[src/rtl/x9_pkg.sv]
// Shared types and default constants for the X9 instruction sequencer slice.
package x9_pkg;

  typedef enum logic [2:0] {
    IDLE, FETCH, DECODE, EXEC, MEM, WB, HALTED, ERROR
  } seq_state_t;

  localparam int         MCODEBITS_DEF   = 5;
  localparam logic [4:0] HALT_OP_DEF     = 5'b11111;
  localparam int         MEM_TIMEOUT_DEF = 15;
  localparam int         CNTW_DEF        = 16;
  // Wide enough for any MEM_TIMEOUT in 1..255.
  localparam int         TIMER_W         = 8;

endpackage

[src/rtl/x9_wait_timer.sv]
// Clear/enable cycle counter with a terminal-count flag, used to bound data-memory waits.
module x9_wait_timer
  import x9_pkg::*;
#(
  parameter int W     = TIMER_W,
  parameter int LIMIT = MEM_TIMEOUT_DEF
) (
  input  logic clk_i,
  input  logic rst_ni,
  input  logic clr_i,
  input  logic en_i,
  output logic tc_o
);

  logic [W-1:0] cnt_q, cnt_d;

  // Clear has priority over counting.
  always_comb begin
    cnt_d = cnt_q;
    if (clr_i) begin
      cnt_d = '0;
    end else if (en_i) begin
      cnt_d = cnt_q + 1'b1;
    end
  end

  // Counter register.
  always_ff @(posedge clk_i or negedge rst_ni) begin
    if (!rst_ni) begin
      cnt_q <= '0;
    end else begin
      cnt_q <= cnt_d;
    end
  end

  // Terminal count: this is the last waiting cycle that is still allowed.
  assign tc_o = (cnt_q == W'(LIMIT - 1));

endmodule

[src/rtl/x9_inst_sequencer.sv]
// Multi-cycle fetch/decode/execute/memory/writeback sequencer for the X9 datapath.
// Strobes are decoded combinationally from the current state and the control-decoder
// outputs (which only change on ir_load); done, error and inst_count are registered.
module x9_inst_sequencer
  import x9_pkg::*;
#(
  parameter int                   MCODEBITS   = MCODEBITS_DEF,
  parameter logic [MCODEBITS-1:0] HALT_OP     = MCODEBITS'(HALT_OP_DEF),
  parameter int                   MEM_TIMEOUT = MEM_TIMEOUT_DEF,
  parameter int                   CNTW        = CNTW_DEF
) (
  input  logic                 clk,
  input  logic                 reset,
  input  logic                 start,
  input  logic [MCODEBITS-1:0] opcode,
  input  logic                 ctl_branch,
  input  logic                 ctl_memread,
  input  logic                 ctl_memwrite,
  input  logic                 ctl_regwrite,
  input  logic                 ctl_memtoreg,
  input  logic                 alu_flag,
  input  logic                 mem_ack,
  output logic                 ir_load,
  output logic                 pc_en,
  output logic                 pc_sel,
  output logic                 reg_we,
  output logic                 mem_to_reg,
  output logic                 mem_req,
  output logic                 mem_we,
  output logic                 busy,
  output logic                 done,
  output logic                 error,
  output logic [CNTW-1:0]      inst_count
);

  seq_state_t      state_q, state_d;
  logic            done_q, done_d;
  logic            error_q, error_d;
  logic [CNTW-1:0] cnt_q, cnt_d;
  logic            tmr_clr, tmr_en, tmr_tc;

  x9_wait_timer #(
    .W     (TIMER_W),
    .LIMIT (MEM_TIMEOUT)
  ) u_wait_timer (
    .clk_i  (clk),
    .rst_ni (reset),
    .clr_i  (tmr_clr),
    .en_i   (tmr_en),
    .tc_o   (tmr_tc)
  );

  // Next-state, strobe decode and retire counting.
  always_comb begin
    state_d    = state_q;
    done_d     = done_q;
    error_d    = error_q;
    cnt_d      = cnt_q;
    ir_load    = 1'b0;
    pc_en      = 1'b0;
    pc_sel     = 1'b0;
    reg_we     = 1'b0;
    mem_to_reg = 1'b0;
    mem_req    = 1'b0;
    mem_we     = 1'b0;
    tmr_clr    = 1'b0;
    tmr_en     = 1'b0;
    unique case (state_q)
      IDLE: begin
        if (start) begin
          state_d = FETCH;
          cnt_d   = '0;
        end
      end
      FETCH: begin
        ir_load = 1'b1;
        state_d = DECODE;
      end
      DECODE: begin
        if (opcode == HALT_OP) begin
          state_d = HALTED;
          done_d  = 1'b1;
        end else begin
          state_d = EXEC;
        end
      end
      EXEC: begin
        if (ctl_memread || ctl_memwrite) begin
          state_d = MEM;
          tmr_clr = 1'b1;
        end else if (ctl_branch) begin
          pc_en   = 1'b1;
          pc_sel  = alu_flag;
          state_d = FETCH;
        end else begin
          state_d = WB;
        end
      end
      MEM: begin
        mem_req = 1'b1;
        mem_we  = ctl_memwrite;
        // An ack on the last allowed cycle still completes the access.
        if (mem_ack) begin
          if (ctl_memwrite) begin
            pc_en   = 1'b1;
            state_d = FETCH;
          end else begin
            state_d = WB;
          end
        end else begin
          tmr_en = 1'b1;
          if (tmr_tc) begin
            state_d = ERROR;
            error_d = 1'b1;
          end
        end
      end
      WB: begin
        reg_we     = ctl_regwrite;
        mem_to_reg = ctl_memtoreg;
        pc_en      = 1'b1;
        state_d    = FETCH;
      end
      HALTED: begin
        if (start) begin
          state_d = FETCH;
          done_d  = 1'b0;
          cnt_d   = '0;
        end
      end
      ERROR: begin
        state_d = ERROR;
      end
      default: begin
        state_d = IDLE;
      end
    endcase
    // Every PC update retires one instruction; the count sticks at all-ones.
    if (pc_en && (cnt_q != '1)) begin
      cnt_d = cnt_q + 1'b1;
    end
  end

  // Sequencer state and registered status outputs.
  always_ff @(posedge clk or negedge reset) begin
    if (!reset) begin
      state_q <= IDLE;
      done_q  <= 1'b0;
      error_q <= 1'b0;
      cnt_q   <= '0;
    end else begin
      state_q <= state_d;
      done_q  <= done_d;
      error_q <= error_d;
      cnt_q   <= cnt_d;
    end
  end

  assign busy       = (state_q != IDLE) && (state_q != HALTED) && (state_q != ERROR);
  assign done       = done_q;
  assign error      = error_q;
  assign inst_count = cnt_q;

endmodule

[config.mk]
export PLATFORM = sky130hd
export DESIGN_NAME = x9_inst_sequencer
export DESIGN_NICKNAME = d
export VERILOG_FILES = /design/src/rtl/x9_pkg.sv /design/src/rtl/x9_wait_timer.sv /design/src/rtl/x9_inst_sequencer.sv
export SDC_FILE = /design/constraint.sdc
export NUM_CORES = 1
export LEC_CHECK = 0
export CAP_MARGIN = 30
export CELL_PAD_IN_SITES_DETAIL_PLACEMENT = 2
export CELL_PAD_IN_SITES_GLOBAL_PLACEMENT = 2
export CORE_MARGIN = 2
export CORE_UTILIZATION = 30
export CTS_CLUSTER_SIZE = 28
export DETAILED_ROUTE_END_ITERATION = 10
export PLACE_DENSITY_LB_ADDON = 0.1
export SLEW_MARGIN = 20
export SYNTH_ARGS = -nofsm -noshare
export SYNTH_HDL_FRONTEND = slang
export SYNTH_SLANG_ARGS = --single-unit
[constraint.sdc]
create_clock -name clk -period 3.2 [get_ports clk]
set_input_delay 0.32 -clock clk [delete_from_list [all_inputs] [get_ports clk]]
set_output_delay 0.32 -clock clk [all_outputs]
set_load 0.005 [all_outputs]
==> run_results.csv <==
group,metric,value,unit
timing,worst_pin_slew,669.4,ps
job,drv_cap,0,
routing,antenna_left,0,
synthesis,syn_nets,211,
synthesis,synth_seq_cells,29,
global_route,grt_max_degree,30,
timing,whs,428.2,ps
routing,dr.pass1.iters,4,
global_route,grt.met2_usage,0.2889,
floorplan,start_util,0.3143,
layout,nFillCells,664,
synthesis,seq_area_frac_synth,0.3854,
run_status,status,"finished, final reports clean",
timing,setup_viol,0,
synthesis,synth.cell_area,1883,sq um
synthesis,yosys-top-cells-count,"dfrtp_1, nor2_1, nand4_1, nand3_1, nor3_1",
floorplan,die_w,83.23,um
timing,setup_tns,0,ps
clock_network,post_cts_buffers,0,
floorplan,die_area,6926,sq um
synthesis,synthCells,193,
clock_network,cts_tree,"built",
synthesis,yosysWarnings,0,
placed_design,place_congestion,0.7800,
worst_setup_path,worstSetupStartpointType,"register",
clock_network,cts_resized,0,
worst_setup_path,required,2880,ps
floorplan,fp.coreArea,5991,sq um
timing,max_freq,0.4088,GHz
global_route,antenna_found_initial,0,
synthesis,async_flop_share,1.000,
timing,min_period,2446,ps
power,power_density,567.7,nW/um^2
layout,nets,252,
hold_path,worstHoldPathType,"in -> async",
clock_network,cts_root_buf,"clkbuf_8",
synthesis,ys_types,58,
synthesis,synth_top_area_share,0.3854,
timing,slew_violations,0,
worst_setup_path,worstSetupPathType,"reg -> out",
clock_network,cts_buffer_depth,2,
power,peakVddDrop,224.6,uV
global_route,grt_busiest_layer,"met2",
power,power_leakage,0.9667,nW
routing,wl,6.029,mm
synthesis,synth.most_common_cell,"dfrtp_1",
layout,syn_to_final_growth,28.57,%
synthesis,synth_area_leader_cell,"dfrtp_1",
clock_network,hold_buffers,0,
routing,drc,0,
global_route,grt_use_total,0.1832,
global_route,grt_first_pass_wirelength,10.32,mm
layout,drive_gt1_frac,0.1277,
timing,fin_crit_sh,0.7645,
clock_network,clk_pin_slew_worst_paths,70,ps
synthesis,ys_top_cells_by_area,"dfrtp_1, a221o_1, nand4_1, xor2_1, nand3_1",
floorplan,rows,28,
layout,diodes,0,
timing,hold_violations,0,
timing,rsz0062_at_grt,"no",
timing,fin_skew,7.926,ps
global_route,met3_usage,0.03579,
placed_design,hpwl,4.344,mm
floorplan,ioPinCount,41,
global_route,grt_use_met1,0.2546,
routing,viasPerCell,5.690,
synthesis,synth_edf_count,0,
worst_setup_path,path_max_fanout,14,
clock_network,insertion_delay,290,ps
placed_design,port-buffer-count,40,
synthesis,syn_area_per_cell,9.757,sq um
routing,wl_per_cell,19.45,um
clock_network,numCtsBuffers,5,
clock_network,clock-sinks,29,
clock_network,cts_max_level,2,
global_route,grt_pass1_vias,1974,
synthesis,synthFlopType,"dfrtp_1",
routing,drt-initial-drc-count,47,
worst_setup_path,cp_data_arrival_time,2130,ps
timing,slew_headroom,0.5528,
worst_setup_path,worstSetupEndpointType,"output pin",
global_route,grt-ovfl-total,0,
routing,vias,1764,
floorplan,die_h,83.23,um
[worst max-delay path: stages (launching register included)]
cell and delay, ps:
dfrtp_1 670, and3b_1 340, a32oi_4 170, inv_2 140, clkdlybuf4s50_1 510
[final timing paths]
| kind | from | endpoint | slack, ps | cells past startpoint |
|---|---|---|---|---|
| setup / recovery | state_q[1] | pc_en | 750 | 4 |
| hold / removal | reset | inst_count[7] | 430 | 2 |
| setup reg to reg | inst_count[1] | inst_count[0] | 910 | 5 |
| hold reg to reg | error | error | 490 | 1 |
| max in group asynchronous | reset | error | 2460 | 2 |
| min in group clk | error | error | 490 | 1 |
[per-stage QoR]
| step | instances | area (sq um) | setup slack (ps) | power (mW) | util |
|---|---|---|---|---|---|
| 2_1_floorplan | 193 | 1883 | 1297 | 0.8575 | - |
| 3_3_place_gp | 302 | 2338 | 978.2 | 1.048 | 0.3904 |
| 3_5_place_dp | 302 | 2338 | 879.5 | 1.080 | 0.3904 |
| 4_1_cts | 310 | 2421 | 750.8 | 1.395 | 0.4041 |
| 5_1_grt | 310 | 2421 | 654.1 | 1.472 | 0.4041 |
| 6_report | 310 | 2421 | 753.7 | 1.375 | 0.4041 |
[registers in the layout, indices dropped and copies added, names as in the netlist]
signal / flops
done: 1
error: 1
inst_count: 16
state_q: 3
u_wait_timer.cnt_q: 8
[power by group]
part | switching, mW | internal [mW]
logic | 0.278 | 0.250
clock network | 0.153 | 0.151
registers | 0.130 | 0.413
total | 0.561 | 0.813
[metal layers]
layer	routed length [um]	share of wire
met1	2899	0.48
met3	218	0.036
met2	2845	0.47
met4	65	0.011
met5	0	0
[cell type report]
class,count,area (sq um),share of cell area
Clock buffer,6,72.57,0.02997
Clock inverter,2,10.01,0.004134
Inverter,6,22.52,0.009302
Multi-Input combinational cell,148,1066,0.4403
Sequential cell,29,725.7,0.2997
Tap cell,75,93.84,0.03876
Timing Repair Buffer,44,430.4,0.1778
[kinds of logic after synthesis]
| kind of cell | Yosys count | share of synthesized area |
|---|---|---|
| adders and majority gates | 3 | 0.01994 |
| xor gates and xnor gates | 7 | 0.03256 |
| DFF | 29 | 0.3854 |
| muxes | 1 | 0.005980 |
| AOI/OAI and AO/OA | 39 | 0.1807 |
| and+or+nand+nor | 98 | 0.3269 |
| buffers and inverters | 16 | 0.04850 |
[cell usage in the layout, fill, tap and decap left out, types with 7 or more instances in the layout]
master / synthesis / final
clkdlybuf4s50_1: 0 / 40
dfrtp_1: 29 / 29
nor2_1: 13 / 13
nand4_1: 11 / 11
nor3_1: 10 / 10
nand3_1: 10 / 10
a221o_1: 8 / 8
and2_1: 7 / 7
xor2_1: 7 / 7
nand2_1: 7 / 7
nor4_1: 7 / 7
Power figures use the tool's default switching activity.
